===== config.mk =====
export PLATFORM = sky130hd
export DESIGN_NAME = neuron_mac_seq_flat
export DESIGN_NICKNAME = d
export VERILOG_FILES = /design/src/rtl/neuron_mac_seq_pkg.sv /design/src/rtl/neuron_mac_seq_if.sv /design/src/rtl/neuron_requant.sv /design/src/rtl/neuron_mac_seq.sv /design/src/flat_wrapper.sv
export SDC_FILE = /design/constraint.sdc
export NUM_CORES = 1
export LEC_CHECK = 0
export ABC_AREA = 1
export CAP_MARGIN = 20
export CORE_ASPECT_RATIO = 0.9
export CORE_UTILIZATION = 45
export CTS_BUF_LIST = sky130_fd_sc_hd__clkbuf_4 sky130_fd_sc_hd__clkbuf_8 sky130_fd_sc_hd__clkbuf_16
export CTS_CLUSTER_SIZE = 40
export DETAILED_ROUTE_END_ITERATION = 16
export PLACE_DENSITY = 0.61
export SKIP_LAST_GASP = 1
export SLEW_MARGIN = 20
export SYNTH_ARGS = -nofsm -noshare
export SYNTH_HDL_FRONTEND = slang
export SYNTH_HIERARCHICAL = 1
export SYNTH_SLANG_ARGS = --single-unit

===== constraint.sdc =====
create_clock -name CLK -period 8.89 [get_ports CLK]
set_input_delay 1.3335 -clock CLK [delete_from_list [all_inputs] [get_ports CLK]]
set_output_delay 1.3335 -clock CLK [all_outputs]
set_load 0.05 [all_outputs]

===== src/rtl/neuron_mac_seq_pkg.sv =====
// neuron_mac_seq_pkg: FSM states and Q8.8 constants shared by the neuron MAC
package neuron_mac_seq_pkg;
    typedef enum logic [1:0] {IDLE, RUN, BIAS, OUT} state_t;
    localparam int FRAC_W = 8;
    localparam logic signed [15:0] SAT_MAX = 16'sh7FFF;
    localparam logic signed [15:0] SAT_MIN = 16'sh8000;
    localparam int N_INPUTS_DEF = 28;
endpackage


===== src/rtl/neuron_mac_seq_if.sv =====
// neuron_mac_seq_if: start/bias, activation stream, weight BRAM port and result handshake
interface neuron_mac_seq_if #(parameter int DATA_W = 16);
    logic              START;
    logic [DATA_W-1:0] BIAS;
    logic              BUSY;
    logic [DATA_W-1:0] X_DATA;
    logic              X_VALID;
    logic              X_READY;
    logic [4:0]        W_ADDR;
    logic              W_EN;
    logic              W_WE;
    logic [DATA_W-1:0] W_DI;
    logic [DATA_W-1:0] W_DO;
    logic [DATA_W-1:0] Y_DATA;
    logic              Y_VALID;
    logic              Y_READY;
    modport master (
        output START, BIAS, X_DATA, X_VALID, W_DO, Y_READY,
        input  BUSY, X_READY, W_ADDR, W_EN, W_WE, W_DI, Y_DATA, Y_VALID
    );
    modport slave (
        input  START, BIAS, X_DATA, X_VALID, W_DO, Y_READY,
        output BUSY, X_READY, W_ADDR, W_EN, W_WE, W_DI, Y_DATA, Y_VALID
    );
endinterface


===== src/rtl/neuron_requant.sv =====
// neuron_requant: acc >>> FRAC_W, saturate to Q8.8, optional ReLU under NEURON_RELU_EN
module neuron_requant
    import neuron_mac_seq_pkg::*;
#(
    parameter int DATA_W = 16,
    parameter int ACC_W  = 40
) (
    input  logic signed [ACC_W-1:0] acc,
    output logic        [DATA_W-1:0] y
);
    logic signed [ACC_W-1:0] shifted;
    logic signed [ACC_W-1:0] sat;
    always_comb begin
        shifted = acc >>> FRAC_W;
        sat = shifted > ACC_W'(SAT_MAX) ? ACC_W'(SAT_MAX) :
              shifted < ACC_W'(SAT_MIN) ? ACC_W'(SAT_MIN) : shifted;
`ifdef NEURON_RELU_EN
        y = sat[ACC_W-1] ? '0 : sat[DATA_W-1:0];
`else
        y = sat[DATA_W-1:0];
`endif
    end
endmodule


===== src/rtl/neuron_mac_seq.sv =====
// neuron_mac_seq: sequential Q8.8 neuron, one weight*activation MAC per cycle, then bias and requantise
module neuron_mac_seq
    import neuron_mac_seq_pkg::*;
#(
    parameter int N_INPUTS = N_INPUTS_DEF,
    parameter int DATA_W   = 16,
    parameter int ACC_W    = 40
) (
    input logic             CLK,
    input logic             RST_N,
    neuron_mac_seq_if.slave bus
);
    state_t state_q, state_d;
    logic signed [ACC_W-1:0] acc_q, acc_d, acc_bias;
    logic [4:0] addr_q, addr_d;
    logic [DATA_W-1:0] bias_q, bias_d, y_q, y_d, y_req;
    logic signed [2*DATA_W-1:0] prod;
    logic start_ok, accept, last;

    always_ff @(posedge CLK)
        if (!RST_N) state_q <= IDLE;
        else state_q <= state_d;

    always_comb begin
        state_d = state_q;
        case (state_q)
            IDLE: state_d = bus.START ? RUN : IDLE;
            RUN:  state_d = accept && last ? BIAS : RUN;
            BIAS: state_d = OUT;
            OUT:  state_d = bus.Y_READY ? IDLE : OUT;
            default: state_d = IDLE;
        endcase
    end

    always_comb begin
        bus.W_EN    = state_q == RUN;
        bus.X_READY = state_q == RUN;
        bus.BUSY    = state_q != IDLE;
        bus.Y_VALID = state_q == OUT;
        bus.W_ADDR  = addr_q;
        bus.W_WE    = 1'b0;
        bus.W_DI    = '0;
        bus.Y_DATA  = y_q;
    end

    // W_DO already holds the weight for addr_q: the BRAM reads it on the preceding negedge
    always_comb begin
        start_ok = state_q == IDLE && bus.START;
        accept   = state_q == RUN && bus.X_VALID;
        last     = addr_q == 5'(N_INPUTS - 1);
        prod     = $signed(bus.X_DATA) * $signed(bus.W_DO);
        acc_bias = acc_q + (ACC_W'($signed(bias_q)) <<< FRAC_W);
        acc_d    = start_ok ? '0 : accept ? acc_q + ACC_W'(prod) : state_q == BIAS ? acc_bias : acc_q;
        addr_d   = start_ok ? '0 : accept && !last ? addr_q + 5'd1 : addr_q;
        bias_d   = start_ok ? bus.BIAS : bias_q;
        y_d      = state_q == BIAS ? y_req : y_q;
    end

    neuron_requant #(.DATA_W(DATA_W), .ACC_W(ACC_W)) u_requant (.acc(acc_bias), .y(y_req));

    always_ff @(posedge CLK)
        if (!RST_N) begin
            acc_q  <= '0;
            addr_q <= '0;
            bias_q <= '0;
            y_q    <= '0;
        end else begin
            acc_q  <= acc_d;
            addr_q <= addr_d;
            bias_q <= bias_d;
            y_q    <= y_d;
        end
endmodule


===== src/flat_wrapper.sv =====
// flat-port wrapper written by rule: the top's interface ports become plain ports
module neuron_mac_seq_flat import neuron_mac_seq_pkg::*;
#(
    parameter int N_INPUTS = N_INPUTS_DEF,
    parameter int DATA_W   = 16,
    parameter int ACC_W    = 40
)
  (CLK, RST_N, bus_START, bus_BIAS, bus_X_DATA, bus_X_VALID, bus_W_DO, bus_Y_READY, bus_BUSY, bus_X_READY, bus_W_ADDR, bus_W_EN, bus_W_WE, bus_W_DI, bus_Y_DATA, bus_Y_VALID);
  neuron_mac_seq_if #(.DATA_W(DATA_W)) bus_i ();
  input logic CLK;
  input logic RST_N;
  input wire logic [$bits(bus_i.START)-1:0] bus_START;
  input wire logic [$bits(bus_i.BIAS)-1:0] bus_BIAS;
  input wire logic [$bits(bus_i.X_DATA)-1:0] bus_X_DATA;
  input wire logic [$bits(bus_i.X_VALID)-1:0] bus_X_VALID;
  input wire logic [$bits(bus_i.W_DO)-1:0] bus_W_DO;
  input wire logic [$bits(bus_i.Y_READY)-1:0] bus_Y_READY;
  output wire logic [$bits(bus_i.BUSY)-1:0] bus_BUSY;
  output wire logic [$bits(bus_i.X_READY)-1:0] bus_X_READY;
  output wire logic [$bits(bus_i.W_ADDR)-1:0] bus_W_ADDR;
  output wire logic [$bits(bus_i.W_EN)-1:0] bus_W_EN;
  output wire logic [$bits(bus_i.W_WE)-1:0] bus_W_WE;
  output wire logic [$bits(bus_i.W_DI)-1:0] bus_W_DI;
  output wire logic [$bits(bus_i.Y_DATA)-1:0] bus_Y_DATA;
  output wire logic [$bits(bus_i.Y_VALID)-1:0] bus_Y_VALID;
  assign bus_i.START = bus_START;
  assign bus_i.BIAS = bus_BIAS;
  assign bus_i.X_DATA = bus_X_DATA;
  assign bus_i.X_VALID = bus_X_VALID;
  assign bus_i.W_DO = bus_W_DO;
  assign bus_i.Y_READY = bus_Y_READY;
  assign bus_BUSY = bus_i.BUSY;
  assign bus_X_READY = bus_i.X_READY;
  assign bus_W_ADDR = bus_i.W_ADDR;
  assign bus_W_EN = bus_i.W_EN;
  assign bus_W_WE = bus_i.W_WE;
  assign bus_W_DI = bus_i.W_DI;
  assign bus_Y_DATA = bus_i.Y_DATA;
  assign bus_Y_VALID = bus_i.Y_VALID;
  neuron_mac_seq #(.N_INPUTS(N_INPUTS), .DATA_W(DATA_W), .ACC_W(ACC_W)) u_core (.CLK(CLK), .RST_N(RST_N), .bus(bus_i));
endmodule

==> results.cfg <==
[outcome]
status = finished, final reports clean

[worst_setup_path]
crit_cells = 35
crit_buf_inv = 9
r2r_setup_slack_ns = 4.94
crit_slowest_cell = fa_1
cp.arrival_ns = 8.75
crit_path_end_kind = flop
cp_max_fo = 4
critPathKind = input pin to flop
r2r_end = u_core/bus.Y_DATA[9]$_SDFFE_PN0P_
reg2reg_from = u_core/bias_q[15]$_SDFFE_PN0P_
cp.required_ns = 9.09
cpLargestDelayFamily = adder cells
crit_path_start_kind = input pin
reg2reg_depth = 16
cp_slowest_stage_delay_ns = 0.57

[yosys]
synthTopCellsByArea = fa_1, nand2_1, inv_1
syn_area_um2 = 18700
netlist_instances = 2745
yosysWarnings = 6
synth.distinct_cells = 55
yosysSeqAreaShare_pct = 8.44
synth.most_common_cell = nand2_1
synth-edff-count = 0
synth_top_area_cell = fa_1
dominantRegCellSynth = dfxtp_1
yosysTopAreaCellShare_pct = 28.2
synthArstFlopShare_pct = 0
avgSynthCellArea_um2 = 6.83
synth-seq-cells = 79
synth_common_cells = nand2_1, inv_1, fa_1

[sta]
relSlewSlack_pct = 41.6
fin_skew_ns = 0.00879
max_clock_freq_mhz = 117
worstMarginPinSlew_ns = 0.875
fin_ws_ns = 0.341
hold_viol_final = 0
slew_viol_final = 0
rsz0062_at_grt = yes
finalSetupViolCount = 0
finalCritPeriodShare_pct = 96.2
fin_setup_tns_ns = 0
period_minus_slack_ns = 8.55

[layout]
syn2layout_area_growth_pct = 17.3
fin_cells = 3505
antenna_cells = 0
drive_gt1_share_pct = 10.7
nFillCells = 4093
layout.nets = 3432

[clock_tree]
clock-sinks = 79
ctsHtreeMaxLevel = 3
cts_root_buffer = clkbuf_16
cts_tree = done
holdBufCountCts = 0
clk_pin_slew_ns = 0.07
cts_buffers = 9
clk_latency_ns = 0.35
clk_path_buf_depth = 2

[floorplanning]
dieArea_um2 = 42500
core-area_um2 = 40800
die_w_um = 217
rows = 70
initial_core_util_pct = 45.9
ios = 95
die_y_um = 196

[detailed_routing]
viasPerCell = 5.00
drc = 0
totalWireLength_um = 54800
wl_per_cell_um = 15.6
via_count = 17519
drt_iter0_drc = 750
first_pass_iters = 5
antenna_left = 0

[grt]
grt_pass1_wl_um = 92100
overflow = 0
antenna_found_initial = 0
grt_usage_pct = 27.2
grt_max_degree = 42
first_global_vias = 18194

[min_path]
min_to = u_core/acc_q[0]$_SDFFE_PP0P_
holdCritStartpoint = u_core/acc_q[0]$_SDFFE_PP0P_
hp-class = flop to flop
hold_depth = 2

[placement]
gp_congestion = 0.972
preCtsSetupSlack_ns = -0.467
io_buffers = 77
placed_cells = 3484
dp_hpwl_um = 47700

[flow_run]
maxCapViolations = 0
==> through the flow <==
stage | instance area [um2] | hold WS (ns) | util [%]
floorplan | 18800 | 0.449 | -
global placement | 21500 | 0.458 | 52.8
detailed placement | 21500 | 0.471 | 52.8
CTS | 21800 | 0.484 | 53.5
global route | 22000 | 0.505 | 53.9
finish | 22000 | 0.480 | 53.9
==> how the worst max path moves through the flow <==
stage | start | to | slack (ns)
floorplan | bus_X_DATA[5] | u_core/acc_q[37]$_SDFFE_PP0P_ | 0.84
global placement | bus_X_DATA[5] | u_core/acc_q[34]$_SDFFE_PP0P_ | -0.45
detailed placement | bus_X_DATA[5] | u_core/acc_q[34]$_SDFFE_PP0P_ | -0.47
CTS | bus_X_DATA[6] | u_core/acc_q[33]$_SDFFE_PP0P_ | -0.002
global route | bus_W_DO[9] | u_core/acc_q[36]$_SDFFE_PP0P_ | -0.02
finish | bus_W_DO[15] | u_core/acc_q[34]$_SDFFE_PP0P_ | 0.34
==> state kept, by name (all words and copies together), names as in the netlist <==
register	count
u_core/state_q	2
u_core/acc_q	40
u_core/bias_q	16
u_core/bus.Y_DATA	16
u_core/bus.W_ADDR	5
==> layer usage <==
| metal | part of all wire [%] | up-vias | global-route usage, % |
|---|---|---|---|
| met5 | 0 | - | 0 |
| li1 | - | 8682 | - |
| met1 | 44 | 8333 | 35.4 |
| met4 | 3.5 | 0 | 9.65 |
| met2 | 48 | 399 | 47.5 |
| met3 | 3.8 | 105 | 1.87 |
==> worst reg2reg max path, delay by kind of cell (launching register included) <==
| family | cells | cell delay, ns |
|---|---|---|
| AND/OR/NAND/NOR | 9 | 1.24 |
| AO/OA/AOI/OAI | 5 | 1.21 |
| buffers and inverters | 1 | 0.08 |
| adder cells (fa/ha/maj) | 1 | 0.44 |
| flip-flops | 1 | 0.89 |
==> cells in the final DEF, fill, tap and decap left out, drive strengths merged, types with 5 or more instances in the layout <==
master,instances
and2,10
a21o,17
nor3,22
a21oi,156
inv,632
o21bai,10
or2,6
o211ai,6
xor2,40
xnor2,22
o21ai,131
fa,264
dfxtp,79
nor4,5
nand4,14
ha,155
clkdlybuf4s50,73
a31oi,12
nand2,685
nand3b,6
clkbuf,9
buf,216
conb,17
nor2,242
nand3,108
==> cell families (layout without fill, tap and decap cells) <==
group | count (synthesis) | count (layout) | synth area share, %
buffers and inverters | 735 | 939 | 15.2
DFF | 79 | 79 | 8.44
adders and majority gates | 419 | 419 | 38.5
AOI/OAI and AO/OA | 347 | 347 | 10.6
other | 1 | 17 | 0.0200
and+or+nand+nor | 1102 | 1102 | 24.1
xor gates and xnor gates | 62 | 62 | 3.06
==> layout make-up <==
type | instances | area [um2] | share of cell area [%]
clock inverters | 7 | 65.1 | 0.296
clock buffers | 9 | 225 | 1.02
multi-input cells | 1947 | 14500 | 65.8
flip-flops and latches | 79 | 1580 | 7.19
well taps | 540 | 676 | 3.07
inverters | 630 | 2360 | 10.8
repair buffers | 293 | 2620 | 11.9
==> what timing repair did <==
action	CTS	global route
endpoints found under the setup margin	2	16
pin swaps	0	15
cloned	0	0
setup buffers	0	4
hold endpoints to repair	0	0
gates resized for setup	1	36
Power is left out: the tool's default activity adds up to more than one toggle a clock period on the data nets, which glitch-free logic cannot reach.
==> RTL change, RTL diff (same settings) <==
Encoding of `state_t`: now one-hot (4 bits for 4 states).
--- a/src/rtl/neuron_mac_seq_pkg.sv
+++ b/src/rtl/neuron_mac_seq_pkg.sv
@@ -1,6 +1,6 @@
 // neuron_mac_seq_pkg: FSM states and Q8.8 constants shared by the neuron MAC
 package neuron_mac_seq_pkg;
-    typedef enum logic [1:0] {IDLE, RUN, BIAS, OUT} state_t;
+    typedef enum logic [3:0] {IDLE = 4'b0001, RUN = 4'b0010, BIAS = 4'b0100, OUT = 4'b1000} state_t;
     localparam int FRAC_W = 8;
     localparam logic signed [15:0] SAT_MAX = 16'sh7FFF;
     localparam logic signed [15:0] SAT_MIN = 16'sh8000;
Behaviour: no difference found for any inputs over 10 cycles, from zero or initial values and one cycle with RST_N low; not proved beyond that.
==> RTL change against the unedited design <==
  * Worst setup slack worse by 45 ps
  * Count of clock-buffer cells in the layout is 1 higher
  * Synthesized cell count is 0.26% lower
  * Routed wire length is 0.94% lower
  * Synthesized area is 0.48% lower
  * Critical path depth is 1 lower
  * Design area is 1.7% lower
  * Sequential share of layout area is 0.31 points higher
  * Sequential cell count is 2 higher
  * Maximum frequency is 0.52% lower
Power is not shown: default switching activity piles up to over one toggle a cycle in this logic, so the estimate is an artifact.
==> RTL change: results (changes against the unedited design) <==
| Metric | Value |
|---|---|
| Hold path depth | `2 (unchanged)` |
| Post-synthesis xor/xnor area fraction | `3.00% (-0.059 points)` |
| Seq/total area | `7.50% (+0.31 points)` |
| First-pass GRT wire length | `91000 um (-1.2%)` |
| Fill cells | `4089 (-0.098%)` |
| Least-Margin Pin Slew | `961 ps (+85.6 ps)` |
| CP startpoint | `bus_W_DO[15]` |
| RD Place Congestion | `0.968 (-0.41%)` |
| CP Data Arrival Time | `8840 ps (+90 ps)` |
| Post-layout nets | `3387 (-1.3%)` |
| Hold_sp | `u_core/acc_q[0]` |
| Worst-Skew Late Latency | `350 ps (about the same)` |
| DR pass1 iterations | `7 (+2)` |
| YS warnings | `6 (unchanged)` |
| Worst slack, placed | `-247 ps (+220 ps)` |
| Most frequent cells after synthesis | `nand2_1, inv_1, fa_1` |
| Adder-cell share of the synthesized area | `38.7% (+0.19 points)` |
| Fraction of area in multi-input gates | `66.2% (+0.47 points)` |
| Non-Clock Inverter Count | `638 (+1.3%)` |
| Post-detail-place hpwl | `47500 um (-0.46%)` |
| Number of global-route vias before repair | `18200 (unchanged)` |
| Register area share after synthesis | `8.69% (+0.26 points)` |
| DP Area | `0.0212 mm^2 (-1.6%)` |
| Yosys cell types | `50 (-9.1%)` |
| Initial drt markers | `1008 (+34%)` |
| Via-per-instance ratio | `5.03 (+0.72%)` |
| Top reg by flops | `u_core/acc_q` |
| R2R Path End | `u_core/bus.Y_DATA[7]` |
| ClkCell Share | `1.44% (+0.12 points)` |
| Largest stage delay, worst path | `600 ps (+30 ps)` |
| Clock Skews | `9.82 ps (+1.03 ps)` |
| Clock-pin slew on the worst setup and hold paths | `70 ps (about the same)` |
| Tot GR Track Use | `26.8% (-0.44 points)` |
| FF-to-FF Start | `u_core/bias_q[15]` |
| Bufs w/o clock | `254 (-13%)` |
| Synth top area cells | `fa_1, nand2_1, inv_1, ha_1, dfxtp_1` |
| Outcome | `finished clean` |
| Initial antenna violation count | `0 (unchanged)` |
| Multi-input gates | `1931 (-0.82%)` |
| Mux cell area share after synthesis | `0% (unchanged)` |
| Layout cells sized above 1 | `8.70% (-2.0 points)` |
| Worst Setup EP | `u_core/acc_q[37]` |
| CP max FO | `13 (+9)` |
| Non-clk buf share | `10.6% (-1.3 points)` |
| Largest net degree at the start of global routing | `39 (-7.1%)` |
| FF+latch count, synth | `81 (+2.5%)` |
| Post-synthesis compound-gate area fraction | `10.0% (-0.56 points)` |
| Slack of the worst reg-to-reg path | `4790 ps (-150 ps)` |
| Clock buffers | `10 (+1)` |
| DRT Wirelength | `54300 um (-0.94%)` |
| R2R cell count | `15 (-1)` |
| Final period util | `96.7% (+0.50 points)` |
| Final Cell Area | `0.0216 mm^2 (-1.7%)` |
-- RTL change: tightest hold or removal path, stage by stage, from the launching register on --
cell	delay, ps
dfxtp_1	310
nand2_1	60
a21oi_1	50
-- RTL change: per-stage QoR --
| stage | util [%] | instances | setup TNS (ps) | hold slack (ps) |
|---|---|---|---|---|
| after floorplan | - | 2754 | 0 | 445 |
| final | 53.1 | 3460 | 0 | 469 |
| after detailed placement | 52.0 | 3443 | -721 | 461 |
| after global routing | 53.1 | 3460 | -62.6 | 498 |
| after global placement | 52.0 | 3443 | -791 | 453 |
| after CTS | 52.8 | 3459 | 0 | 471 |
-- RTL change: what timing repair did --
item | CTS | global route
setup endpoints to repair | 0 | 17
buffers inserted | 0 | 1
endpoints found under the hold margin | 0 | 0
resized for setup | 0 | 28
-- RTL change: layer usage --
layer,part of all wire [%],vias up,global-route usage [%],wire (um)
li1,-,8598,-,-
met1,45,8343,34.9,24200
met2,49,377,47.6,26600
met3,3.3,101,1.46,1770
met4,3.1,0,8.40,1700
met5,0,-,0,0
